[config.mk]
export PLATFORM = sky130hd
export DESIGN_NAME = stream_vect_packer
export DESIGN_NICKNAME = d
export VERILOG_FILES = /design/src/rtl/stream_vect_packer_pkg.sv /design/src/rtl/stream_vect_lane_asm.sv /design/src/rtl/stream_vect_packer.sv
export SDC_FILE = /design/constraint.sdc
export NUM_CORES = 1
export LEC_CHECK = 0
export ABC_CLOCK_PERIOD_IN_PS = 5500
export BUFFER_PORTS_ARGS = -buffer_cell sky130_fd_sc_hd__buf_2
export CAP_MARGIN = 20
export CORE_ASPECT_RATIO = 1.4
export CORE_MARGIN = 2
export CORE_UTILIZATION = 61
export DETAILED_ROUTE_END_ITERATION = 10
export PLACE_DENSITY = 0.86
export SYNTH_ARGS = -nofsm -noshare
export SYNTH_HDL_FRONTEND = slang
export SYNTH_SLANG_ARGS = --single-unit
[constraint.sdc]
create_clock -name clk -period 5.5 [get_ports clk]
set_input_delay 0.825 -clock clk [delete_from_list [all_inputs] [get_ports clk]]
set_output_delay 0.825 -clock clk [all_outputs]
set_load 0.03 [all_outputs]
[src/rtl/stream_vect_packer_pkg.sv]
// -----------------------------------------------------------------------------
// stream_vect_packer_pkg
// Shared definitions for the stream vector packer:
//   - lane_cntw()   : width of the lane counter for a given lane count
//   - ST_FILL/HOLD  : packer FSM state encoding
//   - lane_sel_hit(): lane-select helper used by the assembly registers
// -----------------------------------------------------------------------------
package stream_vect_packer_pkg;

   // FSM encoding: FILL accepts beats, HOLD parks a finished vector in the
   // assembly register while the output register is still occupied.
   localparam logic [0:0] ST_FILL = 1'b0;
   localparam logic [0:0] ST_HOLD = 1'b1;

   // Lane counter width; at least one bit so NLANES=1 still has a counter.
   function automatic int lane_cntw(input int nlanes);
      return (nlanes > 1) ? $clog2(nlanes) : 1;
   endfunction

   // True when the currently selected lane is lane_idx.
   function automatic logic lane_sel_hit(input int unsigned lane_sel,
                                         input int unsigned lane_idx);
      return (lane_sel == lane_idx);
   endfunction

endpackage

[src/rtl/stream_vect_lane_asm.sv]
// -----------------------------------------------------------------------------
// stream_vect_lane_asm
// One stream's assembly register. A write puts word_in into lane lane_sel;
// a write to lane 0 also clears every other lane so a short (ilast) vector
// carries zeros in the lanes it never reached.
// Ports:
//   clk, rst     : clock, asynchronous active-low reset
//   wr_en        : write word_in this cycle
//   lane_sel     : destination lane
//   word_in      : scalar word
//   vec_d        : assembly contents including this cycle's write
//   vec_q        : registered assembly contents
// -----------------------------------------------------------------------------
module stream_vect_lane_asm
   import stream_vect_packer_pkg::*;
#(
   parameter int WORDW  = 32,
   parameter int NLANES = 2,
   parameter int LCW    = 1
) (
   input  logic                    clk,
   input  logic                    rst,
   input  logic                    wr_en,
   input  logic [LCW-1:0]          lane_sel,
   input  logic [WORDW-1:0]        word_in,
   output logic [WORDW*NLANES-1:0] vec_d,
   output logic [WORDW*NLANES-1:0] vec_q
);

   generate
      for (genvar gi = 0; gi < NLANES; gi++) begin : g_lane
         logic [WORDW-1:0] lane_q;
         logic [WORDW-1:0] lane_d;

         always_comb begin
            lane_d = lane_q;
            if (wr_en) begin
               if (lane_sel_hit(32'(lane_sel), gi)) begin
                  lane_d = word_in;
               end else if (lane_sel == '0) begin
                  lane_d = '0;
               end
            end
         end

         always_ff @(posedge clk or negedge rst) begin
            if (!rst) begin
               lane_q <= '0;
            end else begin
               lane_q <= lane_d;
            end
         end

         assign vec_d[gi*WORDW +: WORDW] = lane_d;
         assign vec_q[gi*WORDW +: WORDW] = lane_q;
      end
   endgenerate

endmodule

[src/rtl/stream_vect_packer.sv]
// -----------------------------------------------------------------------------
// stream_vect_packer
// Packs NLANES consecutive scalar beats of two streams (vin0, vin1) into
// STREAMW-wide vectors, lane k at [(k+1)*WORDW-1 : k*WORDW]. Assembly
// register plus output register, so packing continues while the consumer
// stalls for one vector.
// Ports:
//   clk, rst              : clock, asynchronous active-low reset
//   ivalid/iready/ilast   : input beat handshake, ilast closes a vector early
//   vin0_word, vin1_word  : scalar input words
//   ovalid/oready/olast   : packed vector handshake, olast marks final vector
//   vin0_stream_load      : packed stream-0 vector
//   vin1_stream_load      : packed stream-1 vector
// -----------------------------------------------------------------------------
module stream_vect_packer
   import stream_vect_packer_pkg::*;
#(
   parameter int WORDW   = 32,
   parameter int NLANES  = 2,
   parameter int STREAMW = 64
) (
   input  logic               clk,
   input  logic               rst,
   input  logic               ivalid,
   output logic               iready,
   input  logic               ilast,
   input  logic [WORDW-1:0]   vin0_word,
   input  logic [WORDW-1:0]   vin1_word,
   output logic               ovalid,
   input  logic               oready,
   output logic               olast,
   output logic [STREAMW-1:0] vin0_stream_load,
   output logic [STREAMW-1:0] vin1_stream_load
);

   localparam int LANE_CNTW = lane_cntw(NLANES);

   generate
      if (STREAMW != WORDW * NLANES) begin : g_bad_width
         $error("stream_vect_packer: STREAMW must equal WORDW*NLANES");
      end
   endgenerate

   logic [0:0]           state_q, state_d;
   logic [LANE_CNTW-1:0] lane_cnt_q, lane_cnt_d;
   logic                 asm_last_q, asm_last_d;
   logic                 iready_q, iready_d;
   logic                 ovalid_q, ovalid_d;
   logic                 olast_q, olast_d;
   logic [STREAMW-1:0]   out0_q, out0_d;
   logic [STREAMW-1:0]   out1_q, out1_d;

   logic [STREAMW-1:0]   asm0_d, asm0_q;
   logic [STREAMW-1:0]   asm1_d, asm1_q;

   logic accept;
   logic out_free;
   logic vec_done;

   // iready is registered so it stays low during reset and rises on the
   // first edge after release; it always mirrors "state is FILL".
   assign accept   = ivalid & iready_q;
   assign out_free = !ovalid_q | oready;
   assign vec_done = accept & ((lane_cnt_q == LANE_CNTW'(NLANES - 1)) | ilast);

   stream_vect_lane_asm #(
      .WORDW  (WORDW),
      .NLANES (NLANES),
      .LCW    (LANE_CNTW)
   ) u_asm0 (
      .clk      (clk),
      .rst      (rst),
      .wr_en    (accept),
      .lane_sel (lane_cnt_q),
      .word_in  (vin0_word),
      .vec_d    (asm0_d),
      .vec_q    (asm0_q)
   );

   stream_vect_lane_asm #(
      .WORDW  (WORDW),
      .NLANES (NLANES),
      .LCW    (LANE_CNTW)
   ) u_asm1 (
      .clk      (clk),
      .rst      (rst),
      .wr_en    (accept),
      .lane_sel (lane_cnt_q),
      .word_in  (vin1_word),
      .vec_d    (asm1_d),
      .vec_q    (asm1_q)
   );

   always_comb begin
      state_d    = state_q;
      lane_cnt_d = lane_cnt_q;
      asm_last_d = asm_last_q;
      ovalid_d   = ovalid_q;
      olast_d    = olast_q;
      out0_d     = out0_q;
      out1_d     = out1_q;

      // A transfer empties the output register unless a new vector lands
      // in it below; data and olast are left untouched.
      if (ovalid_q && oready) begin
         ovalid_d = 1'b0;
      end

      if (state_q == ST_FILL) begin
         if (accept) begin
            if (vec_done) begin
               if (out_free) begin
                  // Bypass straight into the output register, no bubble.
                  out0_d     = asm0_d;
                  out1_d     = asm1_d;
                  ovalid_d   = 1'b1;
                  olast_d    = ilast;
                  lane_cnt_d = '0;
               end else begin
                  asm_last_d = ilast;
                  state_d    = ST_HOLD;
               end
            end else begin
               lane_cnt_d = lane_cnt_q + LANE_CNTW'(1);
            end
         end
      end else if (oready) begin
         // HOLD implies ovalid=1, so oready alone is a transfer here.
         out0_d     = asm0_q;
         out1_d     = asm1_q;
         ovalid_d   = 1'b1;
         olast_d    = asm_last_q;
         lane_cnt_d = '0;
         state_d    = ST_FILL;
      end

      iready_d = (state_d == ST_FILL);
   end

   always_ff @(posedge clk or negedge rst) begin
      if (!rst) begin
         state_q    <= ST_FILL;
         lane_cnt_q <= '0;
         asm_last_q <= 1'b0;
         iready_q   <= 1'b0;
         ovalid_q   <= 1'b0;
         olast_q    <= 1'b0;
         out0_q     <= '0;
         out1_q     <= '0;
      end else begin
         state_q    <= state_d;
         lane_cnt_q <= lane_cnt_d;
         asm_last_q <= asm_last_d;
         iready_q   <= iready_d;
         ovalid_q   <= ovalid_d;
         olast_q    <= olast_d;
         out0_q     <= out0_d;
         out1_q     <= out1_d;
      end
   end

   assign iready           = iready_q;
   assign ovalid           = ovalid_q;
   assign olast            = olast_q;
   assign vin0_stream_load = out0_q;
   assign vin1_stream_load = out1_q;

endmodule

==> qor.txt <==
Most common cell after layout, fill and taps aside -> dfrtp_1
Layout cells sized above 1 -> 41.1%
Slew Viols, Final -> 0
Core Area -> 0.0186 mm^2
Sequential share of the synthesized area -> 56.4%
Yosys reg bits -> 262
Syn avg cell area -> 12.7 um^2
Rows -> 59
Clock share of power -> 20.8%
P per Cell Area -> 602 mW/mm^2
HP Class -> input pin to asynchronous set/reset pin
Die Footprint -> 0.0202 mm^2
Synth-to-Final Area Change -> 16.5%
Clk root buf -> clkbuf_16
Tmin final -> 2.67 ns
Via count of the first global-routing pass -> 7790
Post-CTS setup buffer count -> 0
Die width -> 121 um
Gate Count Post-Synth -> 918
Fin area -> 0.0135 mm^2
Pin count of the biggest net entering global routing -> 129
Sw Ratio -> 38.3%
Critical path arrival -> 3.07 ns
Slowest cell on crit path -> buf_4
P_sw -> 3120 uW
Worst-Margin Slew -> 1.00 ns
Via density -> 5.44
Status -> complete, no violations
Crit. End Element -> register
CTS tree -> yes
RSZ-0062 raised after global routing -> false
Post-synth EDFFs -> 0
Gr usage total -> 24.2%
Most frequent cell on the critical path -> buf_4
Startpoint Class -> register
Yosys Warn Count -> 0
RD Place Congestion -> 0.751
Maxcap violations -> 0
Comb pwr share -> 40.5%
Initial antenna violation count -> 0
Post-Place Cells -> 1311
CP Class -> register to register
Async set-or-reset flop fraction in the synthesized netlist -> 100%
Lkg Pwr -> 0.00646 uW
CTS HTree Levels -> 1
Initial DRC count -> 371
Total number of vias -> 7373
Most frequent cells in the layout -> dfrtp_1, mux2_2, buf_2
First-pass GRT wire length -> 39600 um
Worst Path Max Fanout -> 68
Primary FF master, synth -> dfrtp_1
Final Net Count -> 1163
Pre-antenna DRT Iters -> 4
Worst clock skew -> 0.00687 ns
Final ANT Viol Nets -> 0
Final Non-Filler Cells -> 1356
Final setup violation count -> 0
CP max stage delay -> 0.60 ns
Reg power frac -> 38.7%
Latest clock arrival within the worst-skew pair -> 0.52 ns
Netlist cell types -> 25
Max Buffers Root-to-Sink -> 3
Relative slew margins -> 33.3%
N_diodes -> 0
CP top delay family -> buffers and inverters
Mapped cell area -> 0.0116 mm^2
Number of I/O port buffers -> 199
Final TNS setup -> 0 ns
Fmax -> 0.374 GHz
Clock buffer count from CTS -> 24
Syn_nets -> 987
Dpl hpwl -> 15200 um
Critical-path cell list -> buf_4 -> nor4bb_4 -> buf_4 -> mux2_2 -> mux2_1
Clock transition at path regs -> 0.07 ns
Starting density of the core -> 62.4%
Clock Sinks -> 262
DR DRC count -> 0
Total global routing overflow -> 0
Peak supply drop -> 0.407 mV
Req. time, crit path -> 5.90 ns
Cts hold-fix bufs -> 0
Final Hold Viols -> 0
Internal power -> 5030 uW
Die height -> 167 um
WL/cell -> 17.7 um
Io pins -> 200
Final WL -> 24000 um
Area after DPL -> 0.0127 mm^2
Post-CTS resize count -> 0
Crit path buffers/inverters -> 2
Crit share post-route -> 48.6%
-- logic make-up after synthesis --
kind of cell | synth area share, %
compound gates | 3.35
mux | 30.4
simple gates | 4.74
flops | 56.4
buf+inv | 5.05
-- worst register-to-register path: stages (launching register included) --
cell,delay (ns)
dfrtp_2,0.40
buf_4,0.38
nor4bb_4,0.43
buf_4,0.60
mux2_2,0.44
mux2_1,0.30
-- registers in the layout (all words and copies together), names as in the netlist --
| register | flops |
|---|---|
| asm_last_q | 1 |
| state_q | 1 |
| vin1_stream_load | 64 |
| ovalid | 1 |
| u_asm1.g_lane.lane_q | 64 |
| olast | 1 |
| vin0_stream_load | 64 |
| u_asm0.g_lane.lane_q | 64 |
| lane_cnt_q | 1 |
| iready | 1 |
-- layout make-up --
type	count	area [um^2]
Inverter	65	244
Multi-Input combinational cell	533	4510
Timing Repair Buffer	208	1110
Clock inverter	12	115
Fill cell	1300	5070
Sequential cell	262	6560
Clock buffer	32	692
Tap cell	244	305
-- layer usage --
metal	share of wire [%]	vias to the layer above	GRT usage, %
met3	4.4	51	3.51
met5	0	-	0
met2	51	175	42.7
met1	41	3700	30.5
li1	-	3447	-
met4	3.3	0	8.19
-- power by group through the flow --
stage | combinational, uW | sequential, uW | clock (uW)
2_1_floorplan | 1550 | 4000 | 0
3_3_place_gp | 3220 | 3130 | 0
3_5_place_dp | 3320 | 3180 | 0
4_1_cts | 3340 | 3160 | 1730
5_1_grt | 3540 | 3250 | 1800
6_report | 3300 | 3150 | 1690
-- metrics by stage --
stage	hold slack [ns]	setup WS, ns	power [uW]	utilization (%)
floorplan	0.450	3.38	5550	-
global placement	0.461	2.58	6350	68.3
detailed placement	0.470	2.59	6500	68.3
CTS	0.351	2.82	8220	72.6
global route	0.370	2.69	8590	72.7
finish	0.295	2.83	8150	72.7
-- path summary, 6_finish.rpt --
kind,cells after the start,startpoint,slack [ns],to
min,1,rst,0.29,vin1_stream_load[20]$_DFFE_PN0P_
max in group asynchronous,2,rst,3.99,u_asm0.g_lane[0].lane_q[9]$_DFF_PN0_
max,5,lane_cnt_q$_DFFE_PN0P_,2.83,vin0_stream_load[1]$_DFFE_PN0P_
min in group clk,2,u_asm1.g_lane[1].lane_q[14]$_DFF_PN0_,0.48,u_asm1.g_lane[1].lane_q[14]$_DFF_PN0_
min reg2reg,2,u_asm1.g_lane[1].lane_q[14]$_DFF_PN0_,0.48,u_asm1.g_lane[1].lane_q[14]$_DFF_PN0_
max reg2reg,5,lane_cnt_q$_DFFE_PN0P_,2.83,vin0_stream_load[1]$_DFFE_PN0P_
-- synth_stat cells, types with 7 or more instances --
cell type | instances | area (um^2)
clkbuf_1 | 20 | 75.1
o21ai_0 | 66 | 330
dfrtp_1 | 262 | 6560
mux2_2 | 201 | 2260
nand2_1 | 130 | 488
inv_1 | 65 | 244
mux2_1 | 56 | 631
mux2i_1 | 64 | 641
buf_4 | 14 | 105
buf_2 | 16 | 80.1
buf_6 | 7 | 78.8
(Power assumes the default switching activity.)
